`src/rtl/voxel_write_arbiter.sv`:
```
// ============================================================================
// Module      : voxel_write_arbiter
// Description : Shares the single write port of voxel_memory_64 among
//               NUM_REQ valid/ready requesters using round-robin arbitration
//               with bounded bursts and an exclusive lock for LOCK_OWNER.
//               The memory write strobe/address/data are registered.
//               Optional statistics counters: VOXEL_WRITE_ARB_STATS_EN.
// Revision    : 1.0 - initial release
// ============================================================================
`default_nettype none

module voxel_write_arbiter #(
    parameter int NUM_REQ    = 3,
    parameter int ADDR_W     = 18,
    parameter int DATA_W     = 64,
    parameter int BURST_MAX  = 16,
    parameter int LOCK_OWNER = 0
) (
    input  logic                      clk,
    input  logic                      rst,
    input  logic [NUM_REQ-1:0]        req_valid,
    output logic [NUM_REQ-1:0]        req_ready,
    input  logic [NUM_REQ*ADDR_W-1:0] req_addr,
    input  logic [NUM_REQ*DATA_W-1:0] req_data,
    input  logic                      lock,
    output logic                      write_en,
    output logic [ADDR_W-1:0]         write_addr,
    output logic [DATA_W-1:0]         write_data,
    output logic [2:0]                grant_id,
    output logic                      idle
`ifdef VOXEL_WRITE_ARB_STATS_EN
    ,
    output logic [NUM_REQ*24-1:0]     grant_count,
    output logic [23:0]               lock_stall_count
`endif
);

    localparam logic [3:0] c_NREQ      = 4'(NUM_REQ);
    localparam logic [7:0] c_BURST_MAX = 8'(BURST_MAX);

    logic [NUM_REQ-1:0] w_eligible;
    logic [7:0]         w_elig8;
    logic               w_grant_vld;
    logic               w_hold;
    logic [2:0]         w_grant_idx;
    logic [3:0]         w_cand;
    logic [NUM_REQ-1:0] w_grant_oh;
    logic [ADDR_W-1:0]  w_sel_addr;
    logic [DATA_W-1:0]  w_sel_data;

    logic [2:0]         r_owner;
    logic [7:0]         r_burst;

    // While lock is high only LOCK_OWNER may compete; ready is gated by rst.
    for (genvar i = 0; i < NUM_REQ; i++) begin : g_req
        assign w_eligible[i] = req_valid[i] && (!lock || (i == LOCK_OWNER));
        assign w_grant_oh[i] = w_grant_vld && (w_grant_idx == 3'(i));
        assign req_ready[i]  = !rst && w_grant_oh[i];
    end

    // Zero-extend eligibility to 8 bits so it can be indexed by a 3-bit id.
    always_comb begin
        w_elig8 = '0;
        for (int i = 0; i < NUM_REQ; i++) begin
            w_elig8[i] = w_eligible[i];
        end
    end

    // Grant selection: hold the owner while its burst allows, otherwise scan
    // owner+1 .. owner+NUM_REQ (the last step wraps back to the owner itself).
    // Scanning from the far end lets the nearest eligible index win.
    always_comb begin
        w_grant_vld = 1'b0;
        w_hold      = 1'b0;
        w_grant_idx = r_owner;
        w_cand      = '0;
        if (w_elig8[r_owner] && (r_burst < c_BURST_MAX)) begin
            w_grant_vld = 1'b1;
            w_hold      = 1'b1;
        end else begin
            for (int k = NUM_REQ; k >= 1; k--) begin
                w_cand = {1'b0, r_owner} + 4'(k);
                if (w_cand >= c_NREQ) begin
                    w_cand = w_cand - c_NREQ;
                end
                if (w_elig8[w_cand[2:0]]) begin
                    w_grant_vld = 1'b1;
                    w_grant_idx = w_cand[2:0];
                end
            end
        end
    end

    // One-hot mux of the granted requester's address and data.
    always_comb begin
        w_sel_addr = '0;
        w_sel_data = '0;
        for (int i = 0; i < NUM_REQ; i++) begin
            if (w_grant_oh[i]) begin
                w_sel_addr = req_addr[i*ADDR_W +: ADDR_W];
                w_sel_data = req_data[i*DATA_W +: DATA_W];
            end
        end
    end

    // Owner / burst bookkeeping; an idle cycle restarts the burst count.
    always_ff @(posedge clk or posedge rst) begin
        if (rst) begin
            r_owner <= 3'd0;
            r_burst <= 8'd0;
        end else if (!w_grant_vld) begin
            r_burst <= 8'd0;
        end else if (w_hold) begin
            r_burst <= r_burst + 8'd1;
        end else begin
            r_owner <= w_grant_idx;
            r_burst <= 8'd1;
        end
    end

    // Registered memory write port; address/data hold when no write occurs.
    always_ff @(posedge clk or posedge rst) begin
        if (rst) begin
            write_en   <= 1'b0;
            write_addr <= '0;
            write_data <= '0;
            grant_id   <= 3'd0;
        end else begin
            write_en <= w_grant_vld;
            if (w_grant_vld) begin
                write_addr <= w_sel_addr;
                write_data <= w_sel_data;
                grant_id   <= w_grant_idx;
            end
        end
    end

    assign idle = !(|w_eligible) && !write_en;

`ifdef VOXEL_WRITE_ARB_STATS_EN
    localparam logic [NUM_REQ-1:0] c_OWNER_MASK = NUM_REQ'(1) << LOCK_OWNER;

    logic w_lock_stall;
    assign w_lock_stall = lock && (|(req_valid & ~c_OWNER_MASK));

    // Per-requester saturating count of writes presented to memory.
    for (genvar i = 0; i < NUM_REQ; i++) begin : g_stats
        always_ff @(posedge clk or posedge rst) begin
            if (rst) begin
                grant_count[i*24 +: 24] <= 24'd0;
            end else if (write_en && (grant_id == 3'(i)) &&
                         (grant_count[i*24 +: 24] != 24'hFFFFFF)) begin
                grant_count[i*24 +: 24] <= grant_count[i*24 +: 24] + 24'd1;
            end
        end
    end

    // Saturating count of cycles in which the lock blocks a non-owner.
    always_ff @(posedge clk or posedge rst) begin
        if (rst) begin
            lock_stall_count <= 24'd0;
        end else if (w_lock_stall && (lock_stall_count != 24'hFFFFFF)) begin
            lock_stall_count <= lock_stall_count + 24'd1;
        end
    end
`endif

endmodule

`default_nettype wire

```
`config.mk`:
```
export PLATFORM = sky130hd
export DESIGN_NAME = voxel_write_arbiter
export DESIGN_NICKNAME = d
export VERILOG_FILES = /design/src/rtl/voxel_write_arbiter.sv
export SDC_FILE = /design/constraint.sdc
export NUM_CORES = 1
export LEC_CHECK = 0
export ABC_AREA = 1
export BUFFER_PORTS_ARGS = -buffer_cell sky130_fd_sc_hd__buf_2
export CAP_MARGIN = 40
export CORE_ASPECT_RATIO = 0.5
export CORE_MARGIN = 2
export CORE_UTILIZATION = 30
export DETAILED_ROUTE_END_ITERATION = 12
export GPL_ROUTABILITY_DRIVEN = 0
export SYNTH_ARGS = -nofsm -noshare
export SYNTH_HDL_FRONTEND = slang
export SYNTH_SLANG_ARGS = --single-unit
```
`constraint.sdc`:
```
create_clock -name clk -period 2.82 [get_ports clk]
set_input_delay 0.282 -clock clk [delete_from_list [all_inputs] [get_ports clk]]
set_output_delay 0.282 -clock clk [all_outputs]
set_load 0.02 [all_outputs]
```
==> impl_metrics.toml <==
[synthesis]
yosys_warnings = 0
synth_xor_area_share_pct = 0.966
ys_types = 30
synth_compound_area_share_pct = 0.966
yosys.area_share.adder_pct = 1.84
synth_mux_area_share_pct = 0
ys_seq_area_share_pct = 44.6
ys_ff_latch = 97
synth-simple-area-share_pct = 44.6
synthCells = 706
syn_area_per_cell_sq_um = 7.70
synth_top_family_by_area = "simple AND/OR/NAND/NOR gates"
syn-cell-area_sq_um = 5440

[finish]
n_fill_cell = 1768
layout-drive-gt1-share_pct = 43.0
diodes = 0
final-instance-count-excl-fill = 1276
final_nets = 1297
regArea_sq_um = 2430
multi_input_area_sq_um = 2840
area_growth_pct = 47.8

[clock_network]
htree_levels = 3
clk_root_buffer_cell = "clkbuf_16"
path_clk_slew_ns = 0.07
cts_max_path_buffers = 2
cts_sinks = 97
cts_tree = "yes"
clk_latency_ns = 0.34
cts_made_buffers = 9

[detailed_routing]
wirelength_mm = 21.0
vias_per_cell = 5.04
drt-initial-drc-count = 457
dr.pass1.iters = 10
routed-via-count = 6429
drc_errors = 3
route.antenna.remaining_nets = 0
wl_per_cell_um = 16.5

[status]
status = "finished with violations"
violations = "DRC"

[sta]
whs_ns = 0.0683
fmax_mhz = 359
finClkSkew_ns = 0.00925
min_period_ns = 2.79
fin_crit_sh_pct = 98.8
fin_setup_tns_ns = 0
finalSetupViolCount = 0
hold_viol = 0
setup_slack_ns = 0.0327
slew_headroom_pct = 62.3
slew_violations = 0
tightest_slew_ns = 0.566
rsz0062_at_grt = "true"

[floorplanning]
die_h_um = 99.2
ios = 342
rows = 34
fp.coreArea_sq_um = 17600
die_area_sq_um = 19300
die_w_um = 194
start_util_pct = 31.0

[setup_path]
path_common_cell = "nand2_2"
crit_type = "reg -> out"
rr_startpoint = "r_owner[0]"
cp-end-kind = "output port"
cp_data_arrival_time_ns = 2.51
worst_ep_required_time_ns = 2.54
critPathTopFamily = "simple AND/OR/NAND/NOR gates"
crit_path_start_kind = "register"
path_buf_inv = 4
crit_chain = "clkinv_4 -> ha_4 -> xor2_1 -> nand2_1 -> nand2_2 -> inv_2 -> nand2_2 -> nand3_4 -> o21ai_1 -> inv_1 -> nand2_2 -> nand2_2 -> nand2_4 -> nand2_2 -> nor2_1 -> buf_4"
critPathSlowestCell = "dfrtp_2"
crit_path_start = "r_owner[0]"
crit_fanout = 7
crit_path_max_incr_delay_ns = 0.46

[flow_run]
cap_violations = 0

[grt]
grt_pass1_vias = 6205
grtUsageTotal_pct = 20.8
grt_overflow = 0
grt_pass1_wl_mm = 32.5
antenna_found_initial = 0
grt_max_degree = 83

[place]
dp_cells = 1245
portBuffers = 341
dp_hpwl_mm = 15.6
post-place-ws_ns = 0.178

[hold_path]
hold_path.class = "in -> async"
## sequential cells by signal, indices dropped and copies added, names as in the netlist
| register | count |
|---|---|
| r_burst | 8 |
| write_en | 1 |
| write_addr | 18 |
| grant_id | 3 |
| r_owner | 3 |
| write_data | 64 |
## final cells by class
| type | count | share of cell area (%) |
|---|---|---|
| clock buffer | 11 | 2.90 |
| clock inverter | 5 | 0.498 |
| inverter | 28 | 1.43 |
| multi-input combinational | 529 | 35.3 |
| sequential | 97 | 30.2 |
| tap | 234 | 3.64 |
| timing repair buffer | 372 | 26.0 |
## kinds of logic (layout without fill, tap and decap cells)
family,after synthesis,in the layout
other,1,3
adders and majority gates,8,8
and+or+nand+nor,502,502
buffers and inverters,82,416
DFF,97,97
AOI/OAI and AO/OA,10,10
xor gates and xnor gates,6,6
## timing repair
item | 4_1_cts | 5_1_grt
pin swaps | 5 | 28
resized for setup | 18 | 46
setup buffers | 6 | 9
hold buffers | 0 | 0
endpoints found under the setup margin | 3 | 85
## worst reg2reg max path, stage by stage (launching register included)
cell	delay [ns]
dfrtp_2	0.46
clkinv_4	0.12
ha_4	0.32
xor2_1	0.14
nand2_1	0.07
nand2_2	0.09
nand3_1	0.13
nand3_4	0.14
o21ai_1	0.10
inv_1	0.07
nand2_2	0.05
nand2_2	0.08
nand2_4	0.07
buf_4	0.18
nor2_8	0.18
buf_12	0.22
nand2_1	0.11
nand4_1	0.07
## through the flow
step	cell area, sq um	util, %
2_1_floorplan	5450	-
3_3_place_gp	7420	42.2
3_5_place_dp	7420	42.2
4_1_cts	7810	44.5
5_1_grt	8040	45.7
6_report	8040	45.7
## path summary, 6_finish.rpt
path                                  end  slack (ns)  cells past startpoint
min in group clk           write_data[14]        0.14                      3
hold / removal                 r_owner[1]        0.07                      2
setup reg to reg           write_data[62]        0.18                     17
hold reg to reg                r_burst[0]        0.48                      1
setup / recovery             req_ready[1]        0.03                     16
max in group asynchronous  write_data[32]        2.12                      3
## cell usage after synthesis (all sizes together)
library cell	count	share of area (%)
nor3b	1	0.14
nand3	179	17
o21ai	5	0.46
inv	27	1.9
o31ai	1	0.14
xnor2	1	0.16
nor4	1	0.12
clkbuf	14	0.97
dfrtp	97	45
nand4	90	10
xor2	5	0.81
clkinv	1	0.069
buf	40	4.1
nor3	3	0.28
ha	8	1.8
nand3b	1	0.14
a21oi	4	0.37
nor2	15	1.5
conb	1	0.069
nand2	212	15
## cell usage in the layout, fill, tap and decap left out, drive strengths merged, types with 3 or more instances in the layout
master	Yosys	routed
nor3	3	3
nand4	90	90
clkbuf	14	11
dfrtp	97	97
nand3	179	179
inv	27	29
a21oi	4	4
xor2	5	5
buf	40	372
nor2	15	15
o21ai	5	5
clkinvlp	0	3
ha	8	8
conb	1	3
nand2	212	212
## routing by layer
layer / GRT usage, % / vias to the layer above / part of all wire [%]
li1: - / 3093 / -
met1: 26.7 / 3068 / 43
met2: 36.6 / 224 / 50
met3: 3.12 / 44 / 4.3
met4: 6.39 / 0 / 2.5
met5: 0 / - / 0
Power is not shown: default switching activity piles up to over one toggle a cycle in this logic, so the estimate is an artifact.
